$ cat config.mk
export PLATFORM = sky130hd
export DESIGN_NAME = bird_column
export DESIGN_NICKNAME = d
export VERILOG_FILES = /design/src/rtl/flappy_pkg.sv /design/src/rtl/bird_fall_timer.sv /design/src/rtl/bird_column.sv
export SDC_FILE = /design/constraint.sdc
export NUM_CORES = 1
export LEC_CHECK = 0
export BUFFER_PORTS_ARGS = -buffer_cell sky130_fd_sc_hd__buf_4
export CORE_AREA = 2 2 47 49
export CTS_CLUSTER_SIZE = 24
export DETAILED_ROUTE_END_ITERATION = 10
export DIE_AREA = 0 0 49 51
export HOLD_SLACK_MARGIN = 0.1
export PLACE_DENSITY_LB_ADDON = 0.2
export SLEW_MARGIN = 20
export SYNTH_ARGS = -nofsm -noshare
export SYNTH_HDL_FRONTEND = slang
export SYNTH_SLANG_ARGS = --single-unit
$ cat constraint.sdc
create_clock -name clk -period 2.1 [get_ports clk]
set_input_delay 0.42 -clock clk [delete_from_list [all_inputs] [get_ports clk]]
set_output_delay 0.42 -clock clk [all_outputs]
set_load 0.05 [all_outputs]
$ cat src/rtl/flappy_pkg.sv
// Shared types and helpers for the bird-column engine.
package flappy_pkg;

    typedef enum logic [1:0] {
        IDLE    = 2'd0,
        FLY     = 2'd1,
        CRASHED = 2'd2
    } bird_state_t;

    // Index width for a count of n items, never narrower than one bit.
    function automatic int row_w(input int n);
        return (n > 1) ? $clog2(n) : 1;
    endfunction

endpackage

$ cat src/rtl/bird_fall_timer.sv
// Gravity divider: counts flapless game ticks and emits drop on the tick that wraps the count.
module bird_fall_timer
    import flappy_pkg::*;
#(
    parameter int FALL_DIV = 2
) (
    input  logic clk,
    input  logic RST,
    input  logic clr,
    input  logic en,
    output logic drop
);

    localparam int CW = row_w(FALL_DIV);

    logic [CW-1:0] fall_cnt_r;
    logic          wrap_s;

    assign wrap_s = (fall_cnt_r == CW'(FALL_DIV - 1));
    assign drop   = en & wrap_s & ~clr;

    // Tick counter: cleared by a flap tick, advanced and wrapped by flapless ticks.
    always_ff @(posedge clk) begin
        if (RST) begin
            fall_cnt_r <= {CW{1'b0}};
        end else if (clr) begin
            fall_cnt_r <= {CW{1'b0}};
        end else if (en) begin
            if (wrap_s) begin
                fall_cnt_r <= {CW{1'b0}};
            end else begin
                fall_cnt_r <= fall_cnt_r + CW'(1'b1);
            end
        end else begin
            fall_cnt_r <= fall_cnt_r;
        end
    end

endmodule

$ cat src/rtl/bird_column.sv
// Bird-position engine for one LED-matrix column: row index, flap/gravity motion,
// pipe/ground/kill collision and a one-hot pixel drive.
module bird_column
    import flappy_pkg::*;
#(
    parameter int ROWS      = 8,
    parameter int START_ROW = 4,
    parameter int FLAP_ROWS = 1,
    parameter int FALL_DIV  = 2
) (
    input  logic                   clk,
    input  logic                   RST,
    input  logic                   tick,
    input  logic                   flap,
    input  logic                   dead,
    input  logic [ROWS-1:0]        pipe_col,
    output logic [ROWS-1:0]        light,
    output logic [row_w(ROWS)-1:0] row,
    output logic                   flying,
    output logic                   crash
);

    localparam int RW = row_w(ROWS);

    if (ROWS < 2) begin : g_bad_rows
        $error("bird_column: ROWS must be at least 2");
    end
    if ((START_ROW < 0) || (START_ROW >= ROWS)) begin : g_bad_start
        $error("bird_column: START_ROW must lie in 0..ROWS-1");
    end
    if ((FLAP_ROWS < 1) || (FLAP_ROWS > ROWS - 1)) begin : g_bad_flap
        $error("bird_column: FLAP_ROWS must lie in 1..ROWS-1");
    end
    if (FALL_DIV < 1) begin : g_bad_div
        $error("bird_column: FALL_DIV must be at least 1");
    end

    bird_state_t   state_r, state_s;
    logic [RW-1:0] row_r, row_s;
    logic [ROWS-1:0] light_r;
    logic          crash_r;
    logic          flap_pend_r, flap_pend_s;
    logic          flap_eff_s;
    logic          in_fly_s;
    logic          drop_s;
    logic          ground_s;
    logic          hit_s;
    logic [RW:0]   climb_s;
    logic [RW-1:0] climb_sat_s;

    assign flap_eff_s = flap | flap_pend_r;
    assign in_fly_s   = (state_r == FLY);

    bird_fall_timer #(
        .FALL_DIV (FALL_DIV)
    ) u_fall_timer (
        .clk  (clk),
        .RST  (RST),
        .clr  (in_fly_s & tick & flap_eff_s),
        .en   (in_fly_s & tick & ~flap_eff_s),
        .drop (drop_s)
    );

    // Climb is formed one bit wider so the ceiling saturates instead of wrapping.
    assign climb_s     = {1'b0, row_r} + (RW+1)'(FLAP_ROWS);
    assign climb_sat_s = (climb_s > (RW+1)'(ROWS - 1)) ? RW'(ROWS - 1) : climb_s[RW-1:0];
    assign ground_s    = drop_s & (row_r == {RW{1'b0}});
    assign hit_s       = pipe_col[row_r] | dead | ground_s;

    // Next-state, next-row and pending-flap decision.
    always_comb begin
        state_s     = state_r;
        row_s       = row_r;
        flap_pend_s = flap_pend_r;
        case (state_r)
            IDLE: begin
                if (dead) begin
                    state_s     = CRASHED;
                    flap_pend_s = flap_eff_s;
                end else if (flap_eff_s) begin
                    state_s     = FLY;
                    flap_pend_s = 1'b0;
                end else begin
                    flap_pend_s = flap_pend_r;
                end
            end
            FLY: begin
                if (hit_s) begin
                    state_s = CRASHED;
                end else if (tick) begin
                    flap_pend_s = 1'b0;
                    if (flap_eff_s) begin
                        row_s = climb_sat_s;
                    end else if (drop_s) begin
                        row_s = row_r - RW'(1'b1);
                    end else begin
                        row_s = row_r;
                    end
                end else begin
                    flap_pend_s = flap_pend_r | flap;
                end
            end
            CRASHED: begin
                state_s = CRASHED;
            end
            default: begin
                state_s = IDLE;
            end
        endcase
    end

    // State, position, pixel and crash-pulse registers.
    always_ff @(posedge clk) begin
        if (RST) begin
            state_r     <= IDLE;
            row_r       <= RW'(START_ROW);
            light_r     <= {{(ROWS-1){1'b0}}, 1'b1} << START_ROW;
            crash_r     <= 1'b0;
            flap_pend_r <= 1'b0;
        end else begin
            state_r     <= state_s;
            row_r       <= row_s;
            light_r     <= {{(ROWS-1){1'b0}}, 1'b1} << row_s;
            crash_r     <= (state_r != CRASHED) && (state_s == CRASHED);
            flap_pend_r <= flap_pend_s;
        end
    end

    assign light  = light_r;
    assign row    = row_r;
    assign flying = in_fly_s;
    assign crash  = crash_r;

endmodule

==> results of run 1 <==
==> path summary, 6_finish.rpt <==
kind | endpoint | slack [ps] | startpoint
max | light[6] | 150 | row[1]
min | u_fall_timer.fall_cnt_r | 370 | RST
max reg2reg | light[6] | 150 | row[1]
min reg2reg | u_fall_timer.fall_cnt_r | 540 | u_fall_timer.fall_cnt_r
==> cell usage in the layout (no fill, tap or decap), types with 2 or more instances in the layout <==
cell type  count
a21oi_1        3
nor3_1         6
nand2b_1       2
and4bb_2       2
nor2_1         4
o2111ai_1      2
clkbuf_4       3
nor3b_1        3
nand2_1        7
a31oi_1        2
dfxtp_1       14
buf_4         28
dfxtp_2        2
ha_1           3
inv_1          5
o22ai_1        2
a211oi_1       3
mux2i_1        2
==> synth_stat cells, drive strengths merged, types with 3 or more instances <==
library cell	n
mux2	3
ha	3
buf	5
o22ai	3
nor3	6
a21oi	3
nor3b	4
inv	5
a211oi	3
o21ai	3
nand2	7
dfxtp	16
nor2	4
==> registers in the layout, summed over array words and instances, names as in the netlist <==
| name | flops |
|---|---|
| crash | 1 |
| flap_pend_r | 1 |
| light | 8 |
| row | 3 |
| state_r | 2 |
| u_fall_timer.fall_cnt_r | 1 |
==> kinds of logic after synthesis <==
family / Yosys count / synth area share (%)
buffers and inverters: 11 / 6.15
adder cells (fa/ha/maj): 3 / 3.85
flip-flops: 16 / 32.8
AND/OR/NAND/NOR: 38 / 26.2
multiplexers: 5 / 5.90
AO/OA/AOI/OAI: 27 / 25.1
==> cell type report <==
class,instances,area share (%)
clock buffers,3,1.87
inverters,5,1.56
multi-input cells,73,49.4
flip-flops and latches,16,26.8
well taps,28,2.91
repair buffers,28,17.4
==> stage by stage <==
step / util, % / instance area [um2] / power [W] / setup WS [ps]
2_1_floorplan: - / 978 / 0.000378 / 2.10
3_3_place_gp: 57.3 / 1180 / 0.000407 / 245
3_5_place_dp: 57.3 / 1180 / 0.000408 / 170
4_1_cts: 58.4 / 1200 / 0.000562 / 155
5_1_grt: 58.4 / 1200 / 0.000581 / 1.23
6_report: 58.4 / 1200 / 0.000557 / 154
==> report_power, final <==
group          internal, W  switching (W)
logic            0.0000409      0.0000414
clock network    0.0000666      0.0000896
registers         0.000309     0.00000897
==> worst max-delay path: stages (launching register included) <==
cell and delay (ps):
dfxtp_2 460, inv_1 90, ha_1 180, and4bb_2 260, o32ai_1 290, nand4_1 190
o31a_2 170, nor4_2 220
==> per-layer routing <==
metal	wire length [um]	GRT usage [%]	vias up	part of all wire, %
met5	0	0	-	0
met4	26	5.71	0	1.3
met3	81	5.85	4	4.0
met2	1010	32.6	23	49
li1	-	-	430	-
met1	931	21.6	396	46
==> out/results.ini, run 1 <==
[run_status]
outcome=complete, no violations

[synth]
ys.flop_type=dfxtp_1
synth_edf_count=0
ys_ff_latch=16
yosysWarnings=0
synthDistinctLibCells=50
synthArstFlopShare_pct=0
synth.area.top_cells=dfxtp_1 33%, ha_1 3.8%, nor3_1 3.1%
yosysSeqAreaShare_pct=32.8
synthesis.area_um2=976
synth_top_area_cell=dfxtp_1
netlist_instances=100
syn_nets=116
synth_top_area_share_pct=32.8
avgSynthCellArea_um2=9.76

[timing]
skew_ps=2.17
setup_tns_ps=0
relSlewSlack_pct=72.2
hold_violations=0
worst_slew_pin_slew_ps=417
layout_min_cycle_time_ps=1950
rsz0062_at_grt=no
finalCritPeriodShare_pct=92.7
fmaxAchievable_mhz=514
hold_slack_ps=368
setup_viol=0
drv_slew=0

[layout]
n_antenna_cell=0
area_growth_syn_to_layout_pct=23.5
fill_cells=201
seqCellArea_um2=323
final_cells=153
final_layout_size_suffix_gt1_share_pct=38.4
nets=143
multi_input_area_um2=596

[clock_network]
clkSinkCount=16
cts_setup_buffers=0
clock_latency_ps=280
htree_levels=1
clkTransAtPathRegs_ps=90
numCtsBuffers=3
cts.repair.resized=0
postCtsHoldBufs=0
tritoncts=built
clock-root-buffer=clkbuf_4
cts_max_path_buffers=2

[worst_setup_path]
start_kind=register
critPathCaptureType=register
cp.required_ps=2290
cp.arrival_ps=2140
r2r_cells=7
critPathKind=register to register
cp_max_fo=11

[job]
drv_cap=0

[global_route]
grt_use_total_pct=18.6
grt_pass1_vias=784
grt_max_degree=13
grt_pass1_wl_um=3530
grt-ovfl-total=0
antenna_found_initial=0

[placed_design]
dp_hpwl_um=1640
globalplace.congestion=0.869
dp.cells=150
place.port_buffers=25

[drt]
route.detailed.drc=0
dr.pass1.iters=4
viasPerCell=5.58
wire_per_inst_um=13.4
final_antenna_net_count=0
wirelength_um=2050
vias=853
drtIter0Drc=19

[die]
dieArea_um2=2500
die_w_um=49
die_h_um=51
ios=26
rows=17
core_um2=2060
start_util_pct=47.3

[power]
p_leak_nw=0.492
vdd_ir_drop_max_mv=0.532
p_per_area_nw_per_um2=462

[min_path]
whs_path_depth=2
hold_class=input port to register

(Power assumes the default switching activity.)
==> inputs of run 2 (changes only) <==
--- a/config.mk
+++ b/config.mk
@@ -6,12 +6,15 @@
 export NUM_CORES = 1
 export LEC_CHECK = 0
 export BUFFER_PORTS_ARGS = -buffer_cell sky130_fd_sc_hd__buf_4
-export CORE_AREA = 2 2 47 49
+export CELL_PAD_IN_SITES_DETAIL_PLACEMENT = 2
+export CELL_PAD_IN_SITES_GLOBAL_PLACEMENT = 2
+export CORE_AREA = 2 2 60 62
 export CTS_CLUSTER_SIZE = 24
 export DETAILED_ROUTE_END_ITERATION = 10
-export DIE_AREA = 0 0 49 51
+export DIE_AREA = 0 0 62 64
 export HOLD_SLACK_MARGIN = 0.1
 export PLACE_DENSITY_LB_ADDON = 0.2
+export SETUP_SLACK_MARGIN = 0.05
 export SLEW_MARGIN = 20
 export SYNTH_ARGS = -nofsm -noshare
 export SYNTH_HDL_FRONTEND = slang
==> run 2 against run 1 <==
  * Critical endpoint is now light[5]
  * Count of clock-buffer cells in the layout increased by 1
  * Core utilization down 19 points
  * Critical path type unchanged
  * Die area grew 59%
  * Largest power group unchanged
  * Routed wire length grew 34%
  * Fmax increased by 1.2%
  * Global-route usage down 3.1 points
  * Largest cell class unchanged
==> out/results.ini, run 2 (synthesis gave the netlist of run 1 again) <==
[run_status]
outcome=complete, no violations

[drt]
route.detailed.drc=0  ; unchanged
wire_per_inst_um=15.9  ; +19%
viasPerCell=5.01  ; -10%
drtIter0Drc=37  ; +18
final_antenna_net_count=0  ; unchanged
vias=866  ; +1.5%
dr.pass1.iters=3  ; -1
wirelength_um=2740  ; +34%

[clock_network]
numCtsBuffers=3  ; unchanged
clock_latency_ps=300  ; +20 ps
clkTransAtPathRegs_ps=110  ; +20 ps
clock-root-buffer=clkbuf_4
cts_max_path_buffers=2  ; unchanged
tritoncts=built
clkSinkCount=16  ; unchanged
htree_levels=1  ; unchanged

[power]
p_leak_nw=0.512  ; +4.1%
p_switching_w=0.000163  ; +16%
combPwrFrac_pct=14.0  ; -0.8 points
p_seq_share_pct=51.2  ; -6.0 points
p_sw_share_pct=26.4  ; +1.2 points
vdd_ir_drop_max_mv=0.295  ; -44%
p_clk_share_pct=34.8  ; +6.7 points
p_per_area_nw_per_um2=478  ; +3.5%
internal_power_w=0.000454  ; +9.0%

[timing]
worst_slew_pin_slew_ps=474  ; +56.7 ps
drv_slew=0  ; unchanged
setup_viol=0  ; unchanged
layout_setup_ws_ps=178  ; +24.0 ps
relSlewSlack_pct=68.4  ; -3.8 points
setup_tns_ps=0  ; unchanged
skew_ps=11.0  ; +8.79 ps
layout_min_cycle_time_ps=1920  ; -24.0 ps
hold_violations=0  ; unchanged
rsz0062_at_grt=yes
finalCritPeriodShare_pct=91.5  ; -1.1 points
fmaxAchievable_mhz=520  ; +1.2%

[placed_design]
place.port_buffers=25  ; unchanged
globalplace.congestion=0.798  ; -8.1%
dp_hpwl_um=2110  ; +29%
pre_cts_ws_ps=72.2  ; -97.8 ps

[die]
ios=26  ; unchanged
die_w_um=62  ; +27%
core_um2=3280  ; +59%
rows=21  ; +4
die_h_um=64  ; +25%
start_util_pct=29.7  ; -18 points
dieArea_um2=3970  ; +59%

[worst_setup_path]
cp_max_fo=7  ; -4
cp.arrival_ps=2090  ; -50 ps
r2r-end=light[5]
cp.required_ps=2270  ; -20 ps
startpoint=row[1]
critPathKind=register to register
endpoint=light[5]
critPathCaptureType=register
r2r_setup_slack_ps=180  ; +20 ps
worstReg2RegStart=row[1]
start_kind=register
r2r_cells=6  ; -1

[layout]
final_cell_mix=29 x buf_4, 13 x dfxtp_1, 7 x nand2_1
fill_cells=370  ; +84%
final_common_cell=buf_4
n_antenna_cell=0  ; unchanged
final_layout_size_suffix_gt1_share_pct=43.3  ; +4.9 points
area_growth_syn_to_layout_pct=32.2
largest_reg_flops=8  ; unchanged
nets=144  ; +0.70%

[global_route]
grt_use_total_pct=15.5  ; -3.1 points
grt-ovfl-total=0  ; unchanged
grt_pass1_wl_um=4620  ; +31%
grt_pass1_vias=901  ; +15%
grt_max_degree=15  ; +2
antenna_found_initial=0  ; unchanged

[min_path]
hold_class=input port to register

[job]
drv_cap=0  ; unchanged

[run 2: changes by cell type in the layout (fill, tap and decap cells not counted), sizes merged]
cell | previous run | this run
buf | 28 | 29
clkbuf | 3 | 4
[run 2: how the worst min path moves through the flow]
| stage | from | cells past startpoint | slack, ps | endpoint |
|---|---|---|---|---|
| 5_1_grt | RST | 2 | 370 | row[1] |
| 4_1_cts | RST | 2 | 340 | u_fall_timer.fall_cnt_r |
| 3_5_place_dp | flap_pend_r | 2 | 530 | flap_pend_r |
| 3_3_place_gp | flap_pend_r | 2 | 520 | flap_pend_r |
| 2_1_floorplan | flap_pend_r | 2 | 480 | flap_pend_r |
| 6_report | RST | 2 | 360 | u_fall_timer.fall_cnt_r |
[run 2: stage by stage]
stage	instances	hold slack [ps]	utilization, %	instance area (um2)	total power (W)
2_1_floorplan	100	485	-	981	0.000376
3_3_place_gp	167	517	36.5	1200	0.000407
3_5_place_dp	167	531	36.5	1200	0.000409
4_1_cts	171	344	37.6	1240	0.000629
5_1_grt	173	369	39.3	1290	0.000658
6_report	173	360	39.3	1290	0.000617
[run 2: per-layer routing]
| layer | GRT usage (%) | part of all wire, % | vias to the layer above |
|---|---|---|---|
| met4 | 2.39 | 0.26 | 0 |
| met1 | 21.0 | 47 | 418 |
| met5 | 0 | 0 | - |
| met2 | 24.2 | 50 | 13 |
| met3 | 4.66 | 3.2 | 2 |
| li1 | - | - | 433 |
[run 2: what timing repair did]
| action | 4_1_cts | 5_1_grt |
|---|---|---|
| buffers inserted | 0 | 2 |
| setup endpoints to repair | 0 | 8 |
| gates resized for setup | 0 | 7 |
| hold buffers | 0 | 0 |
[run 2: final cells by class]
type / instances / area (um2) / area share [%]
multi-input cells: 73 / 631 / 48.9
clock buffers: 4 / 36.3 / 2.81
repair buffers: 29 / 218 / 16.9
well taps: 46 / 57.6 / 4.46
flip-flops and latches: 16 / 329 / 25.5
inverters: 5 / 18.8 / 1.45
[run 2: worst max-delay path, stage by stage, from the launching register on]
cell and delay, ps:
dfxtp_4 410, mux2_2 390, o2bb2ai_2 250, nor3b_4 280, buf_4 160, o32ai_4 100, nor3b_2 200
[run 2: power groups by stage]
stage               Sequential (W)  Combinational (W)  Clock, W
detailed placement        0.000325          0.0000845         0
global route              0.000319          0.0000945  0.000245
floorplan                 0.000325          0.0000512         0
finish                    0.000316          0.0000864  0.000215
global placement          0.000324          0.0000829         0
CTS                       0.000318          0.0000849  0.000226
